File: config.mk
export PLATFORM = sky130hd
export DESIGN_NAME = event_pulse_pacer
export DESIGN_NICKNAME = d
export VERILOG_FILES = /design/src/rtl/event_pulse_pacer.sv
export SDC_FILE = /design/constraint.sdc
export NUM_CORES = 1
export LEC_CHECK = 0
export CAP_MARGIN = 40
export CORE_MARGIN = 2
export CORE_UTILIZATION = 53
export DETAILED_ROUTE_END_ITERATION = 12
export HOLD_SLACK_MARGIN = 0.03
export MAX_ROUTING_LAYER = met4
export PLACE_DENSITY = 0.77
export SKIP_LAST_GASP = 1
export SLEW_MARGIN = 40
export SYNTH_ARGS = -nofsm -noshare
export SYNTH_HDL_FRONTEND = slang
export SYNTH_SLANG_ARGS = --single-unit
File: constraint.sdc
create_clock -name clk_fast -period 3.4 [get_ports clk_fast]
set_input_delay 0.68 -clock clk_fast [delete_from_list [all_inputs] [get_ports clk_fast]]
set_output_delay 0.68 -clock clk_fast [all_outputs]
set_load 0.02 [all_outputs]
File: src/rtl/event_pulse_pacer.sv
// event_pulse_pacer: turns rising edges of a fast-domain event level into
// paced single-cycle pulses for a fast->slow pulse synchronizer.
//   clk_fast  : fast-domain clock, rising edge
//   rst_n     : asynchronous active-low reset
//   event_in  : event level; every 0->1 transition is one event
//   ds_busy   : downstream synchronizer busy, checked only while idle
//   clr       : synchronous clear of pending count and overflow flag
//   pulse_out : registered one-cycle pulse, high while in FIRE
//   pending   : events accepted but not yet issued (saturating)
//   overflow  : sticky, an event was lost at saturation
//   busy      : FSM not idle or events still pending
module event_pulse_pacer #(
    parameter int CNT_W      = 4,
    parameter int GAP_CYCLES = 8
) (
    input  logic             clk_fast,
    input  logic             rst_n,
    input  logic             event_in,
    input  logic             ds_busy,
    input  logic             clr,
    output logic             pulse_out,
    output logic [CNT_W-1:0] pending,
    output logic             overflow,
    output logic             busy
);
    typedef enum logic [1:0] {IDLE, FIRE, GAP} state_t;
    localparam logic [CNT_W-1:0] PEND_MAX = {CNT_W{1'b1}};
    state_t     state;
    logic [7:0] gap_cnt;
    logic       event_d;
    logic       rise;
    logic       fire_go;
    assign rise    = event_in & ~event_d;
    // Issue decision uses the registered pending value, so a freshly counted
    // event becomes eligible one edge after it was counted.
    assign fire_go = (state == IDLE) && (pending != '0) && !ds_busy;
    assign busy    = (state != IDLE) || (pending != '0);
    // A rise and an issue on the same edge cancel; clr wins over both.
    always_ff @(posedge clk_fast or negedge rst_n) begin
        if (!rst_n) begin
            event_d  <= 1'b0;
            pending  <= '0;
            overflow <= 1'b0;
        end else begin
            event_d <= event_in;
            if (clr) begin
                pending  <= '0;
                overflow <= 1'b0;
            end else if (rise && !fire_go) begin
                if (pending == PEND_MAX)
                    overflow <= 1'b1;
                else
                    pending <= pending + 1'b1;
            end else if (!rise && fire_go) begin
                pending <= pending - 1'b1;
            end
        end
    end
    always_ff @(posedge clk_fast or negedge rst_n) begin
        if (!rst_n) begin
            state     <= IDLE;
            gap_cnt   <= 8'd0;
            pulse_out <= 1'b0;
        end else begin
            case (state)
                IDLE: begin
                    state     <= fire_go ? FIRE : IDLE;
                    pulse_out <= fire_go;
                end
                FIRE: begin
                    state     <= GAP;
                    gap_cnt   <= 8'(GAP_CYCLES);
                    pulse_out <= 1'b0;
                end
                GAP: begin
                    gap_cnt   <= gap_cnt - 8'd1;
                    state     <= (gap_cnt == 8'd1) ? IDLE : GAP;
                    pulse_out <= 1'b0;
                end
                default: begin
                    state     <= IDLE;
                    pulse_out <= 1'b0;
                end
            endcase
        end
    end
endmodule

# After elaboration in Yosys (flattened, before gate mapping)

Cells that the tools add are included.
W data, S select, Z words.

Register bits: 17
Latch bits: 0
Memory bits (writable): 0
ROM bits: 0
Input bits: 5
Output and inout port bits: 7
Word-level logic and storage cells: 45
Memories: 0

$add $sub $neg: 3
$mul: 0
Div/mod/pow operators: 0
$lt $le $gt $ge: 0
Equality and inequality tests: 5
Shifts and indexed selects: 0
Mux-type cells: 12
Bitwise gates (word level): 2
Reductions and logical operators: 17

Operators by type and width:

| cell                  | number |
|---|---|
| $mux W4               | 4 |
| $pmux W8 S2           | 1 |
| $eq A8 B1 Y1 const B  | 1 |
| $reduce_bool A2 Y1    | 4 |
| $sub A8 B1 Y8 const B | 1 |
| $pmux W2 S3           | 1 |
| $mux W1               | 5 |
| $add A4 B1 Y4 const B | 1 |
| $eq A4 B4 Y1 const B  | 1 |
| $logic_and A1 B1 Y1   | 4 |
| $reduce_and A2 Y1     | 2 |
| $reduce_bool A4 Y1    | 1 |
| $sub A4 B1 Y4 const B | 1 |
| $logic_not A1 Y1      | 3 |
| $ne A3 B3 Y1 const B  | 1 |
| $reduce_bool A3 Y1    | 1 |
| $eq A2 B1 Y1 const B  | 1 |
| $eq A2 B2 Y1 const B  | 1 |
| $logic_not A2 Y1      | 1 |
| $mux W2               | 1 |
| $and A1 B1 Y1         | 1 |
| $logic_or A1 B1 Y1    | 1 |
| $not A1 Y1            | 1 |

# Logic depth before layout (Yosys ltp)

Word-level depth: 7
Mapped depth: 10
Depth with buffers taken out: 10

# Least setup slack after synthesis

OpenSTA, ideal clock, no wires.

Path kind: register to register
From: reg pending[0]
To: reg pending[3]
Library setup time: 0.141 ns
Arrival time: 2.400 ns
Required time: 3.259 ns
Setup slack: 0.858 ns
Cell stages (with the launch flop): 9
Path buffers: 0
Clock period less this slack: 2.542 ns
Cell sequence: dfrtp_1 > or4_4 > a21oi_4 > inv_1 > ha_1 > a211o_2 > and2_1 > a221oi_1 > a211oi_1

Cells in the longest elaborated chain, start to end: 7
Elaborated cells between the ends (all ways): 16
Those cells by class: 2 x add/sub; 2 x eq/ne; 4 x mux; 8 x reduce/logical

Ends and longest elaborated chain:

| element                                               | line | source |
|---|---|---|
| from (decl)                                           | 22   | `output logic [CNT_W-1:0] pending,` |
| from (signal assigned)                                | 53   | `pending <= pending + 1'b1;` |
| from (signal assigned)                                | 55   | `pending <= pending - 1'b1;` |
| branches (longest 7 deep; another with $sub A4 B1 Y4) | -    |  |

Parallel ways; which one is timed is not known. The select of a mux whose other input is x is not followed.
A chain may end at the register's enable or synchronous reset.

# Final worst setup path

Same ends and word-level chain as after synthesis.

==> metrics <==
Top FF cell, synth dfrtp_1; Avg Cell Area, Syn 9.60 sq um; Placer Congestion 0.922; Max Cap Viol 0; routed wire length 1.92 mm; Post-synth ARST share 1.00; initial antenna violation count 0; post-synthesis instance area 960 sq um; most frequent cells in the layout 16 x dfrtp_1, 10 x clkdlybuf4s50_1, 9 x inv_1, 9 x nor2_1, 8 x o21ai_0; Hold WS 301 ps; sw frac 0.454; Area Growth Syn to Fin 16.2%; die width 46.6 um; number of enable flip-flop cells after synthesis 0; clock latency on the worst-skew pair 280 ps; vias in the first global route 750; core footprint 0.00171 sq mm; post-synthesis cell type count 34; Clock Power Share 0.093; clk root buf clkbuf_4; switching power of the nets 485 uW; # IOs 12; Final period util 0.770; CP Class flip-flop to flip-flop; initial detailed-routing violation count 31; share of layout cells above drive strength 1 0.106; CP Max Fanout 8; Largest stage delay, worst path 610 ps; Worst Tran Pin Value 481 ps; post-synth top area share 0.417; Gate Count Post-Synth 100; Cell Rows 15; CP max-delay cell or4_4; pin count of the biggest net entering global routing 17; Power Density 959 mW/mm^2; CTS Sinks 16; Setup crit start kind flip-flop; most common cell after layout, fill and taps aside dfrtp_1; synth top area cells dfrtp_1 42%, ha_1 7.8%, o21ai_0 4.2%; fmax 382 MHz; post-synthesis sequential area ratio 0.417; CP cell instances or4_4, a21oi_4, inv_1, ha_1, a211o_2, and2_1, a221oi_1, a211oi_1; first-pass GRT wire length 3.37 mm; Worst-path clk slew 90 ps; CTS H-tree depth 1; Initial Util 0.562; RSZ-0062 raised after global routing false; NumNets Final 127; DRC 0; Worst setup EP type flip-flop; Post-CTS Resized 0; final setup vio count 0; Total GRT Usage 0.230; synthesized flop and latch total 16; CTS tree yes; Die Footprint 0.00217 sq mm; die span in y 46.6 um; combinational share of power 0.600; n_diodes 0; number of buffers added on ports 11; TritonRoute pass-1 iters 4; CTS Buf Count 3; fin. max-slew vios 0; outcome finished, final reports clean; remaining global-route overflow 0; LEAKAGE 0.000482 uW; hpwl dp 1.46 mm; Syn Nets 112; crit path DAT 2780 ps; max_slew headroom 0.678; Final min period 2620 ps; internal power 584 uW; hold buffer count at cts 0; Worst VDD drop 0.491 mV; CP required 3560 ps; antenna viol nets, final 0; yosys warns 0; Clock Tree Buf Depth 2; Setup TNS 0 ps; DR vias/cell 5.64; Layout Skew 4.62 ps; Synth area leader dfrtp_1; final hold vios 0; register share of total power 0.307; routed via count 779; post-CTS setup buffers 0; HP Class primary input to async pin; detailed-route wire length per cell 13.9 um
-- cells by family after synthesis --
| group | synth area share |
|---|---|
| compound gates | 0.176 |
| xor+xnor | 0.0274 |
| fa+ha+maj | 0.0991 |
| buf+inv | 0.0391 |
| flops | 0.417 |
| mux | 0.0209 |
| simple gates | 0.220 |
-- per-layer routing --
metal	wire length [um]	track usage	part of all wire
met1	993	0.316	0.52
met4	32	0.0686	0.017
met2	845	0.339	0.44
met5	0	-	0
met3	48	0.0510	0.025
-- cell usage after synthesis (2+ instances only) --
library cell / n
a21oi_1: 2
nand2b_1: 3
inv_1: 9
nand3b_1: 2
ha_1: 6
a211oi_1: 2
xor2_1: 3
nand3_1: 4
nand4_1: 2
dfrtp_1: 16
o21ai_0: 8
or3_1: 2
nand2_1: 7
mux2i_1: 2
nor2_1: 9
a211o_2: 3
nor2b_1: 3
-- sequential cells by signal, summed over array words and instances, names as in the netlist --
name and count:
state 1, overflow 1, event_d 1, pending 4
gap_cnt 8, pulse_out 1
-- final cells by class --
| cell class | instances | area, sq um |
|---|---|---|
| inverters | 9 | 33.8 |
| well taps | 25 | 31.3 |
| flip-flops and latches | 16 | 400 |
| fillers | 141 | 593 |
| repair buffers | 11 | 105 |
| clock buffers | 3 | 22.5 |
| multi-input cells | 74 | 522 |
-- stage by stage --
step,util,area (sq um),setup WS (ps),std cells,total power (uW)
finish,0.653,1110,783,138,1070
CTS,0.656,1120,789,138,1070
global route,0.653,1110,659,138,1180
global placement,0.642,1100,595,135,944
detailed placement,0.642,1100,527,135,969
floorplan,-,960,858,100,781
-- final timing paths --
check	from	end	slack [ps]	depth (start not counted)
min reg2reg	state[1]$_DFF_PN0_	state[1]$_DFF_PN0_	510	1
min	rst_n	gap_cnt[1]$_DFFE_PN0P_	300	1
max	pending[0]$_DFFE_PN0P_	pending[3]$_DFFE_PN0P_	780	8
max in group asynchronous	rst_n	gap_cnt[7]$_DFFE_PN0P_	2810	1
max reg2reg	pending[0]$_DFFE_PN0P_	pending[3]$_DFFE_PN0P_	780	8
min in group clk_fast	state[1]$_DFF_PN0_	state[1]$_DFF_PN0_	510	1
-- power by group through the flow --
stage                     combinational (uW)  sequential [uW]  clock [uW]
final                                    641              328        99.8
after global routing                     728              338         114
after CTS                                643              325         105
after detailed placement                 639              329           0
after global placement                   617              328           0
after floorplan                          432              349           0
-- worst max-delay path, delay by kind of cell, from the launching register on --
kind	cells	cell delay, ps
simple gates	2	780
buf+inv	1	80
compound gates	4	890
flops	1	480
fa+ha+maj	1	270
(Power assumes the default switching activity.)
